File: src/rtl/alu_arbiter.sv
// alu_arbiter
//   Round-robin arbiter that shares one combinational ALU between two
//   requesters. The winning request drives the ALU in the same cycle and the
//   ALU outputs are captured into a single-entry response buffer tagged with
//   the requester ID.
//
// Ports:
//   clk, rst                    clock, synchronous active-high reset
//   reqN_valid / reqN_ready     request handshake, N = 0, 1
//   reqN_opcode/op1/op2         request payload
//   alu_opcode/op1/op2          drive to shared ALU (zeros when idle)
//   alu_result/zero/overflow    from shared ALU
//   rsp_valid / rsp_ready       response handshake
//   rsp_id, rsp_result,
//   rsp_zero, rsp_overflow      registered response
//
// Optional build macro ALU_ARB_STATS_EN adds:
//   grant_cnt0/1  (CNT_W)       per-port handshake counters, wrapping
//   ovf_sticky0/1               set on a captured overflow for that port
module alu_arbiter #(
    parameter int WIDTH = 16
`ifdef ALU_ARB_STATS_EN
    ,
    parameter int CNT_W = 16
`endif
) (
    input  logic             clk,
    input  logic             rst,
    input  logic             req0_valid,
    output logic             req0_ready,
    input  logic [3:0]       req0_opcode,
    input  logic [WIDTH-1:0] req0_op1,
    input  logic [WIDTH-1:0] req0_op2,
    input  logic             req1_valid,
    output logic             req1_ready,
    input  logic [3:0]       req1_opcode,
    input  logic [WIDTH-1:0] req1_op1,
    input  logic [WIDTH-1:0] req1_op2,
    output logic [3:0]       alu_opcode,
    output logic [WIDTH-1:0] alu_op1,
    output logic [WIDTH-1:0] alu_op2,
    input  logic [WIDTH-1:0] alu_result,
    input  logic             alu_zero,
    input  logic             alu_overflow,
    output logic             rsp_valid,
    input  logic             rsp_ready,
    output logic             rsp_id,
    output logic [WIDTH-1:0] rsp_result,
    output logic             rsp_zero,
    output logic             rsp_overflow
`ifdef ALU_ARB_STATS_EN
    ,
    output logic [CNT_W-1:0] grant_cnt0,
    output logic [CNT_W-1:0] grant_cnt1,
    output logic             ovf_sticky0,
    output logic             ovf_sticky1
`endif
);

    typedef enum logic {EMPTY, FULL} buf_state_t;

    buf_state_t state, state_nxt;
    logic       last_grant;
    logic       can_accept;
    logic       grant0, grant1;
    logic       handshake;

    assign rsp_valid = (state == FULL);

    always_comb begin
        can_accept = (state == EMPTY) | rsp_ready;
        grant0     = 1'b0;
        grant1     = 1'b0;
        alu_opcode = 4'b0000;
        alu_op1    = '0;
        alu_op2    = '0;
        state_nxt  = state;

        if (can_accept) begin
            if (req0_valid && req1_valid) begin
                // Tie: the port that did not win last time goes first.
                grant0 = last_grant;
                grant1 = ~last_grant;
            end else begin
                grant0 = req0_valid;
                grant1 = req1_valid;
            end
        end
        handshake = grant0 | grant1;

        if (grant0) begin
            alu_opcode = req0_opcode;
            alu_op1    = req0_op1;
            alu_op2    = req0_op2;
        end else if (grant1) begin
            alu_opcode = req1_opcode;
            alu_op1    = req1_op1;
            alu_op2    = req1_op2;
        end

        if (handshake)
            state_nxt = FULL;
        else if (rsp_ready)
            state_nxt = EMPTY;
    end

    assign req0_ready = grant0;
    assign req1_ready = grant1;

    always_ff @(posedge clk) begin
        if (rst) begin
            state        <= EMPTY;
            last_grant   <= 1'b1;
            rsp_id       <= 1'b0;
            rsp_result   <= '0;
            rsp_zero     <= 1'b0;
            rsp_overflow <= 1'b0;
        end else begin
            state <= state_nxt;
            if (handshake) begin
                rsp_id       <= grant1;
                rsp_result   <= alu_result;
                rsp_zero     <= alu_zero;
                rsp_overflow <= alu_overflow;
                last_grant   <= grant1;
            end
        end
    end

`ifdef ALU_ARB_STATS_EN
    always_ff @(posedge clk) begin
        if (rst) begin
            grant_cnt0  <= '0;
            grant_cnt1  <= '0;
            ovf_sticky0 <= 1'b0;
            ovf_sticky1 <= 1'b0;
        end else begin
            if (grant0) grant_cnt0 <= grant_cnt0 + CNT_W'(1);
            if (grant1) grant_cnt1 <= grant_cnt1 + CNT_W'(1);
            if (grant0 && alu_overflow) ovf_sticky0 <= 1'b1;
            if (grant1 && alu_overflow) ovf_sticky1 <= 1'b1;
        end
    end
`endif

endmodule

File: config.mk
export PLATFORM = sky130hd
export DESIGN_NAME = alu_arbiter
export DESIGN_NICKNAME = d
export VERILOG_FILES = /design/src/rtl/alu_arbiter.sv
export SDC_FILE = /design/constraint.sdc
export NUM_CORES = 1
export LEC_CHECK = 0
export ABC_AREA = 1
export CAP_MARGIN = 20
export CORE_ASPECT_RATIO = 0.6
export CORE_MARGIN = 2
export CORE_UTILIZATION = 26
export CTS_CLUSTER_DIAMETER = 120
export DETAILED_ROUTE_END_ITERATION = 16
export MAX_ROUTING_LAYER = met4
export PLACE_DENSITY = 0.79
export SLEW_MARGIN = 10
export SYNTH_ARGS = -nofsm -noshare
export SYNTH_HDL_FRONTEND = slang
export SYNTH_SLANG_ARGS = --single-unit
File: constraint.sdc
create_clock -name clk -period 1.3 [get_ports clk]
set_input_delay 0.39 -clock clk [delete_from_list [all_inputs] [get_ports clk]]
set_output_delay 0.39 -clock clk [all_outputs]
set_load 0.1 [all_outputs]
; ---- Yosys cells after proc, flatten, opt, wreduce, memory -nomap -nowiden
; Cells that the tools add are included.
[word_totals]
regBits = 21
out_inout_bits = 58
elab_cells = 24
input_bits = 95
[op_classes]
bitwise_logic = 4
n_mux = 12
n_reduce_logical = 2
[op_table]
columns = op, count
row1 = 16-bit 2-to-1 mux, 4
row2 = 4-bit 2-to-1 mux, 2
row3 = 1-bit 2-to-1 mux, 6
row4 = 1-bit inverter, 2
row5 = 1-bit bitwise OR, 2
row6 = 2-bit nonzero test, 1
row7 = 1-bit logical AND, 1

; ---- Longest topological paths before layout
; Gate-level depths: netlist of the first run.
[logic_depth]
ltp_word = 5
depth_mapped = 8
ltp_nobuf = 6

; ---- Least setup slack after synthesis of the first run
; No wires, ideal clock.
[synth_path]
path_type = reg-to-output
start = register state, in the netlist rsp_valid
end = output port req0_ready
path_stages_with_launch = 5
arrival_ps = 2593
n_path_buf = 1
setup_slack_ps = -1683
cell_sequence = dfxtp_1 -> nand2_2 -> buf_4 -> nand2_1 -> a21oi_1
[synth_via]
elab_chain_cells = 3
[synth_lines]
columns = element, line
row1 = start: declaration, 62  ; buf_state_t state, state_nxt;
row2 = start signal: assignment, 119  ; state <= state_nxt;
row3 = 1-bit inverter, 71  ; can_accept = (state == EMPTY) | rsp_ready;
row4 = 1-bit bitwise OR, 71
row5 = 1-bit 2-to-1 mux, 79  ; if (can_accept) begin
row6 = end: declaration, 30  ; output logic req0_ready,
; No other way between the ends.

; ---- Final worst setup path of the first run
[layout_path]
start = register last_grant
end = output port alu_op1[5]
[layout_via]
elab_chain_cells = 5
elab_cells_between_ends = 7
cone_classes = 6 x mux / 1 x bitwise
[layout_lines]
columns = element, line
row1 = start: declaration, 63  ; logic last_grant;
row2 = start signal: assignment, 125  ; last_grant <= grant1;
row3 = 1-bit inverter, 83  ; grant1 = ~last_grant;
row4 = 1-bit 2-to-1 mux, 80  ; if (req0_valid && req1_valid) begin
row5 = 1-bit 2-to-1 mux, 79
row6 = 16-bit 2-to-1 mux, 95  ; end else if (grant1) begin
row7 = 16-bit 2-to-1 mux (*), 91  ; if (grant0) begin
row8 = end: declaration, 40  ; output logic [WIDTH-1:0] alu_op1,
; Every way passes the cells marked *; elsewhere a longest branch is shown, timed or not.

==> results of run 1 <==
[through the flow]
step,total power (W),setup slack [ns]
global route,0.00461,-0.694
floorplan,0.00256,-0.374
finish,0.00447,-0.648
global placement,0.00372,-0.884
CTS,0.00437,-0.614
detailed placement,0.00377,-0.993
[report_power, final]
| part | internal (W) | leakage, nW | total, W | switching (W) |
|---|---|---|---|---|
| sequential | 0.000713 | 0.180 | 0.000776 | 0.0000635 |
| clock | 0.000219 | 0.0228 | 0.000447 | 0.000228 |
| combinational | 0.00129 | 1.98 | 0.00325 | 0.00195 |
[critical path, stage by stage, from the launching register on]
cell and delay [ns]:
dfxtp_2 0.34, buf_6 0.12, nand2_4 0.05, nand3_4 0.09
inv_8 0.10, buf_6 0.11, buf_12 0.15, nand2_4 0.07
nand2_4 0.07, buf_12 0.17
[layout make-up]
class / count / area share (%)
flip-flops and latches: 21 / 9.27
inverters: 23 / 1.94
clock buffers: 4 / 0.930
repair buffers: 194 / 55.0
well taps: 80 / 2.07
multi-input cells: 193 / 30.8
[synth_stat cells]
cell,instances
buf_6,6
inv_1,22
nand4_1,36
nor2_1,36
clkbuf_1,3
nand2_2,3
a21oi_1,1
buf_2,9
nand3_1,1
nand2_1,113
buf_4,2
a21oi_2,1
nand3_2,1
o21ai_2,1
inv_4,1
dfxtp_1,21
[state kept, by name, summed over array words and instances, names as in the netlist]
signal and count:
last_grant 1, rsp_id 1, rsp_overflow 1, rsp_result 16
rsp_valid 1, rsp_zero 1
[layer usage]
metal | global-route usage, % | vias up
li1 | - | 1176
met1 | 30.2 | 1208
met2 | 48.7 | 123
met3 | 7.05 | 28
met4 | 10.6 | 0
met5 | - | -
[logic make-up after synthesis]
group | share of synthesized area, %
simple gates | 55.0
compound gates | 1.51
buf+inv | 15.3
flops | 28.2
[timing repair]
item,4_1_cts,5_1_grt
gates cloned,5,4
setup endpoints to repair,60,59
resized for setup,50,28
buffers inserted,10,6
endpoints found under the hold margin,0,0
pin swaps,20,18
[path summary, 6_finish.rpt]
| kind | start | to | slack, ns |
|---|---|---|---|
| worst max-delay path | last_grant | alu_op1[5] | -0.65 |
| worst max register to register | rsp_valid | rsp_result[3] | -0.23 |
| worst min-delay path | rsp_id | rsp_id | 0.50 |
| worst min register to register | rsp_id | rsp_id | 0.50 |
==> impl_metrics.csv, run 1 <==
group,metric,value,unit
placement,dp.cells,489,
final_layout,multiInputGateArea,1490,µm²
die,fp.dieH,62.6,µm
detailed_routing,met1_length,3.61,mm
status,violations,"setup timing",
run,max-cap-violations,0,
synthesis,synthDominantCellAreaShare,28.5,%
sta,worst_pin_slew,0.313,ns
worst_setup_path,worstSetupPathType,"reg -> out",
clock_network,clock_path_buffers,2,
detailed_routing,ant_nets,0,
clock_network,hold_buffers,0,
final_layout,layout_common_cells,"clkdlybuf4s50_1, buf_12, nand2_4",
synthesis,synth_fp_nets,352,
final_layout,drive_gt1_share,46.7,%
grt,grt_max_degree,29,
final_layout,regArea,449,µm²
min_path,hp-class,"reg -> reg",
status,status,"complete, but fails checks",
clock_network,clockRootBuffer,"clkbuf_8",
clock_network,h-tree-depth,1,
final_layout,n_antenna_cell,0,
detailed_routing,detail_route.vias_per_cell,4.92,
sta,holdWs,0.496,ns
synthesis,syn_avg_cell_area,5.79,µm²
power_and_ir_drop,power_density,922,nW/µm²
synthesis,yosysUniqueCellTypes,16,
detailed_routing,num_vias,2535,
worst_setup_path,crit_fanout,7,
die,die_x,102,µm
clock_network,clk_pin_slew,0.08,ns
sta,finClkSkew,0.000946,ns
clock_network,clock-sinks,21,
final_layout,n_fill_cell,271,
sta,timing.final.ws_setup,-0.648,ns
detailed_routing,drt_pass1_iterations,4,
synthesis,synth_area,1490,µm²
sta,max_slew_margin,79.1,%
synthesis,ys_ff_latch,21,
die,ioPinCount,153,
synthesis,yosys.area.top_type,"nand2_1",
min_path,hold_path_depth,2,
grt,antenna_found_initial,0,
placement,io_buffers,152,
sta,rsz0062_at_grt,"true",
detailed_routing,drt_iter0_drc,109,
grt,gr-total-overflow,0,
placement,dpl.hpwl,5.80,mm
die,start_util,26.9,%
sta,finalHoldViolCount,0,
final_layout,instances_no_fill,515,
detailed_routing,routed-wl-met2,4.95,mm
clock_network,clk_latency,0.26,ns
worst_setup_path,cp-start-kind,"flop",
sta,setup_viol,59,
sta,slew_viol_final,0,
final_layout,final_common_cell,"clkdlybuf4s50_1",
sta,fmax,513,MHz
clock_network,cts_tree,"yes",
sta,finalCritPeriodShare,150,%
detailed_routing,highest_layer,"met4",
die,coreArea,5540,µm²
synthesis,syn_inst,257,
worst_setup_path,cp-end-kind,"primary output",
synthesis,synth.area.top_cells,"nand2_1, dfxtp_1, nand4_1, nor2_1, inv_1",
worst_setup_path,rr_worst_depth,9,
detailed_routing,drc,0,
detailed_routing,routed_wirelength,9.51,mm
die,num_rows,21,
power_and_ir_drop,ir_worst_vdd,0.000678,V
grt,grt.total_usage,27.9,%
die,die_area,6370,µm²
sta,finalSetupTns,-25.43,ns
final_layout,synthToLayoutAreaGrowth,225,%
power_and_ir_drop,p_leak,2.19,nW
final_layout,nNetsFinal,531,
placement,gp_congestion,0.827,
grt,grt_pass1_wl,13.3,mm
synthesis,yosysWarnings,0,
worst_setup_path,crit_required,0.91,ns
detailed_routing,wl_met3,635,µm
clock_network,cts_buffers,3,
final_layout,postLayoutCellArea,4850,µm²
worst_setup_path,arrival,1.56,ns
final_layout,postLayoutCoreUtil,87.4,%
placement,placed_cell_area,4280,µm²
synthesis,ys_seq_area_share,28.2,%
sta,period_needed,1.95,ns
detailed_routing,detail_route.wl_per_cell,18.5,µm
grt,grt_pass1_vias,2636,
No activity file was read; power rests on OpenSTA's default activity.
==> inputs of run 2 (changes only) <==
Settings changed: MAX_ROUTING_LAYER met4 to not set.
==> run 2 against run 1 <==
  * The run still ends with setup timing left
  * Critical path depth is the same
  * Largest power group unchanged
  * Worst hold slack is essentially flat
  * Sequential share of layout area is the same
  * First-iteration DRC count shrank 14%
  * Critical path type unchanged
  * Via count grew 0.59%
  * Final area is the same
==> impl_metrics.csv, run 2 (same netlist as run 1, synthesis figures left out) <==
group,metric,value,unit
clock_network,clk_latency,0.26,ns
detailed_routing,num_vias,2550,
final_layout,nNetsFinal,531,
power_and_ir_drop,power_density,921,nW/µm²
sta,setup_viol,59,
clock_network,clock_path_buffers,2,
placement,dp.cells,489,
grt,grt.total_usage,27.1,%
grt,grt_pass1_wl,13.4,mm
power_and_ir_drop,pwr-share-seq,17.4,%
run,max-cap-violations,0,
worst_setup_path,cpPeakStageDelay,0.34,ns
sta,worst_pin_slew,0.319,ns
worst_setup_path,worstSetupPathType,"reg -> out",
clock_network,clock-sinks,21,
final_layout,layout_common_cells,"clkdlybuf4s50_1, buf_12, nand2_4",
die,die_area,6370,µm²
placement,dpl.hpwl,5.80,mm
sta,timing.final.ws_setup,-0.647,ns
sta,rsz0062_at_grt,"true",
die,ioPinCount,153,
sta,max_slew_margin,78.7,%
clock_network,cts_buffers,3,
power_and_ir_drop,clkPwrFrac,9.9,%
sta,holdWs,0.496,ns
sta,finClkSkew,0.00159,ns
worst_setup_path,arrival,1.56,ns
sta,finalCritPeriodShare,150,%
grt,grt_pass1_vias,2631,
worst_setup_path,cp-start-kind,"flop",
placement,gp_congestion,0.815,
grt,gr-total-overflow,0,
die,coreArea,5540,µm²
grt,antenna_found_initial,0,
die,num_rows,21,
clock_network,h-tree-depth,1,
final_layout,instances_no_fill,515,
power_and_ir_drop,p_leak,2.19,nW
sta,fmax,514,MHz
die,die_x,102,µm
die,start_util,26.9,%
final_layout,top_register,"rsp_result",
power_and_ir_drop,ir_worst_vdd,0.000677,V
sta,slew_viol_final,0,
sta,period_needed,1.95,ns
final_layout,n_antenna_cell,0,
detailed_routing,drc,0,
final_layout,drive_gt1_share,46.7,%
status,violations,"setup timing",
detailed_routing,drt_pass1_iterations,4,
clock_network,clockRootBuffer,"clkbuf_8",
worst_setup_path,cp-end-kind,"primary output",
worst_setup_path,slowest_stage,"dfxtp_2",
grt,grt_max_degree,29,
worst_setup_path,worstPathCellList,"buf_6 > nand2_4 > nand3_4 > inv_8 > buf_6 > buf_12 > nand2_4 > nand2_4 > buf_12",
detailed_routing,drt_iter0_drc,94,
placement,io_buffers,152,
detailed_routing,detail_route.vias_per_cell,4.95,
worst_setup_path,crit_path_frequent_cell,"nand2_4",
clock_network,cts_tree,"yes",
final_layout,final_common_cell,"clkdlybuf4s50_1",
detailed_routing,detail_route.wl_per_cell,18.5,µm
worst_setup_path,crit_fanout,7,
power_and_ir_drop,comb_power_share,72.7,%
clock_network,clk_pin_slew,0.08,ns
detailed_routing,ant_nets,0,
final_layout,largest_reg_flops,16,
sta,finalSetupTns,-25.53,ns
worst_setup_path,crit_required,0.91,ns
status,status,"complete, but fails checks",
power_and_ir_drop,p_switching,0.00224,W
sta,finalHoldViolCount,0,
placement,placed_cell_area,4280,µm²
power_and_ir_drop,power.internal,0.00222,W
clock_network,hold_buffers,0,
detailed_routing,routed_wirelength,9.55,mm
min_path,hp-class,"reg -> reg",
die,fp.dieH,62.6,µm
final_layout,postLayoutCoreUtil,87.4,%
final_layout,postLayoutCellArea,4850,µm²
final_layout,synthToLayoutAreaGrowth,225,%
power_and_ir_drop,swShare,50.2,%
run 2: cell counts in the layout (fill, tap and decap cells not counted):
No cell type changed its count.
run 2: worst paths after layout:
path / end / startpoint / depth (start not counted) / slack, ns
setup / recovery: alu_op1[5] / last_grant / 9 / -0.65
hold / removal: rsp_id / rsp_id / 2 / 0.50
setup reg to reg: rsp_result[3] / rsp_valid / 9 / -0.23
hold reg to reg: rsp_id / rsp_id / 2 / 0.50
run 2: critical path, delay by kind of cell, from the launching register on:
kind          cells  cell delay [ns]
buf+inv           5             0.64
flops             1             0.34
simple gates      4             0.29
run 2: layout make-up:
cell class                      count  area [µm²]
Multi-Input combinational cell    193        1490
Timing Repair Buffer              194        2670
Fill cell                         271         698
Tap cell                           80         100
Inverter                           23        93.8
Clock buffer                        4        45.0
Sequential cell                    21         449
run 2: metal layers:
layer	GRT usage, %	vias up	wire [µm]
met1	29.6	1206	3610
met4	10.5	0	346
met3	8.50	30	650
met5	0	-	0
met2	48.5	139	4950
li1	-	1175	-
run 2: power by group through the flow:
stage / registers, W / logic (W) / clock network (W)
after floorplan: 0.00115 / 0.00141 / 0
after global placement: 0.000783 / 0.00294 / 0
after detailed placement: 0.000786 / 0.00298 / 0
after CTS: 0.000773 / 0.00315 / 0.000448
after global routing: 0.000782 / 0.00335 / 0.000483
final: 0.000776 / 0.00325 / 0.000441
run 2: per-stage QoR:
step	worst slack [ns]	power, W
final	-0.647	0.00446
after CTS	-0.614	0.00437
after global placement	-0.884	0.00372
after detailed placement	-0.993	0.00377
after global routing	-0.694	0.00461
after floorplan	-0.374	0.00256
run 2: timing repair:
action                     4_1_cts  5_1_grt
setup endpoints to repair       60       59
setup buffers                   10        6
resized for setup               50       28
pin swaps                       20       18
gates cloned                     5        4
==> inputs of run 3 (changes only) <==
Settings changed: SKIP_CTS_REPAIR_TIMING set to 1.
==> run 3 against run 2 <==
  * The flow still finishes with violations (setup timing)
  * Register-to-register slack worse by 0.04 ns
  * First-iteration DRC count fell by 29%
  * Clock power decreased by 2%
  * Combinational power is 2% lower
  * Clock skew barely moved
  * Largest cell class unchanged
  * Utilization fell by 1.5 points
  * Critical path type unchanged
==> impl_metrics.csv, run 3 (same netlist as run 1, synthesis figures left out) <==
group,metric,value,unit
status,status,"complete, but fails checks",
status,violations,"setup timing",
grt,grt.total_usage,21.7,%
final_layout,postLayoutCoreUtil,85.9,%
grt,grt_pass1_wl,11.0,mm
detailed_routing,drt_pass1_iterations,4,
sta,worst_pin_slew,0.309,ns
worst_setup_path,crit_fanout,7,
clock_network,cts_buffers,3,
clock_network,clock-sinks,21,
sta,slew_viol_final,0,
die,die_area,6370,µm²
worst_setup_path,cp-end-kind,"primary output",
final_layout,synthToLayoutAreaGrowth,220,%
final_layout,top_register,"rsp_result",
final_layout,drive_gt1_share,47.0,%
min_path,hp-class,"reg -> reg",
detailed_routing,detail_route.vias_per_cell,4.79,
detailed_routing,drt_iter0_drc,67,
final_layout,n_fill_cell,291,
placement,io_buffers,152,
sta,finalCritPeriodShare,146,%
final_layout,nNetsFinal,526,
grt,grt_max_degree,40,
sta,period_needed,1.89,ns
sta,finalHoldViolCount,0,
sta,fmax,528,MHz
sta,timing.final.ws_setup,-0.594,ns
worst_setup_path,slowest_stage,"dfxtp_2",
sta,rsz0062_at_grt,"true",
worst_setup_path,cp-start-kind,"flop",
die,die_x,102,µm
detailed_routing,routed_wirelength,8.90,mm
final_layout,layout_common_cells,"clkdlybuf4s50_1, buf_12, nand2_1",
die,ioPinCount,153,
sta,setup_viol,59,
clock_network,cts_tree,"yes",
worst_setup_path,crit_path_frequent_cell,"buf_12",
worst_setup_path,crit_required,0.91,ns
worst_setup_path,worstPathCellList,"inv_2 > nand2_4 > buf_12 > nand4_1 > nand2_8 > buf_12",
worst_setup_path,critPathTopFamily,"simple AND/OR/NAND/NOR gates",
worst_setup_path,worstSetupPathType,"reg -> out",
placement,placed_cell_area,4280,µm²
sta,max_slew_margin,79.4,%
placement,gp_congestion,0.815,
final_layout,postLayoutCellArea,4760,µm²
placement,pre_cts_ws,-0.993,ns
grt,grt_pass1_vias,2360,
final_layout,final_common_cell,"clkdlybuf4s50_1",
die,num_rows,21,
detailed_routing,detail_route.wl_per_cell,17.5,µm
final_layout,n_antenna_cell,0,
clock_network,clock_path_buffers,2,
power_and_ir_drop,fin_total_pwr,0.00440,W
power_and_ir_drop,power.internal,0.00221,W
power_and_ir_drop,ir_worst_vdd,0.000662,V
power_and_ir_drop,power_density,923,nW/µm²
clock_network,clk_pin_slew,0.08,ns
detailed_routing,drc,0,
final_layout,regArea,449,µm²
run,max-cap-violations,0,
grt,gr-total-overflow,0,
die,fp.dieH,62.6,µm
final_layout,largest_reg_flops,16,
worst_setup_path,crit_buf_inv,3,
power_and_ir_drop,comb_power_share,72.5,%
worst_setup_path,arrival,1.50,ns
power_and_ir_drop,p_leak,2.12,nW
power_and_ir_drop,swShare,49.8,%
placement,dpl.hpwl,5.80,mm
clock_network,h-tree-depth,1,
sta,finClkSkew,0.00156,ns
die,start_util,26.9,%
sta,holdWs,0.476,ns
power_and_ir_drop,p_switching,0.00219,W
power_and_ir_drop,pwr-share-seq,17.6,%
worst_setup_path,cpPeakStageDelay,0.36,ns
clock_network,clk_latency,0.26,ns
detailed_routing,num_vias,2442,
detailed_routing,ant_nets,0,
grt,antenna_found_initial,0,
power_and_ir_drop,clkPwrFrac,9.9,%
final_layout,multiInputGateArea,1410,µm²
clock_network,clockRootBuffer,"clkbuf_8",
die,coreArea,5540,µm²
## run 3: changes by cell type in the layout (fill, tap and decap cells not counted), sizes merged
cell	previous run	this run
buf	100	87
clkbuf	7	14
clkinv	0	1
dlymetal6s2s	0	1
inv	23	22
## run 3: through the flow
step	setup TNS [ns]	instances
2_1_floorplan	-12.60	257
3_3_place_gp	-42.15	489
3_5_place_dp	-45.07	489
4_1_cts	-39.28	493
5_1_grt	-27.36	510
6_report	-23.62	510
## run 3: final timing paths
| check | startpoint | end | slack (ns) | depth (start not counted) |
|---|---|---|---|---|
| min reg2reg | rsp_id | rsp_id | 0.48 | 2 |
| max reg2reg | rsp_valid | rsp_result[3] | -0.27 | 9 |
| max | last_grant | alu_op1[13] | -0.59 | 6 |
| min | rsp_id | rsp_id | 0.48 | 2 |
## run 3: worst register-to-register path, cell delays in order, from the launching register on
cell and delay [ns]:
dfxtp_4 0.39, nand2_8 0.09, buf_8 0.15, clkbuf_16 0.14
buf_4 0.13, o21ai_2 0.13, buf_12 0.22, nand2_1 0.11
nand2_1 0.07, nor2_1 0.04
## run 3: final cells by class
class	instances	share of cell area [%]
Inverter	23	2.08
Sequential cell	21	9.43
Multi-Input combinational cell	193	29.6
Tap cell	80	2.10
Clock buffer	4	0.946
Timing Repair Buffer	189	55.8
## run 3: metal layers
layer | global-route usage (%) | routed length [µm]
met1 | 23.3 | 3540
met2 | 39.7 | 4580
met3 | 7.94 | 602
met4 | 5.57 | 176
met5 | 0 | 0
## run 3: power by group through the flow
stage                     Combinational [W]  Sequential (W)  Clock, W
after floorplan                     0.00141         0.00115         0
after detailed placement            0.00298        0.000786         0
after global placement              0.00294        0.000783         0
after global routing                0.00329        0.000782  0.000478
after CTS                           0.00299        0.000771  0.000448
final                               0.00319        0.000775  0.000434
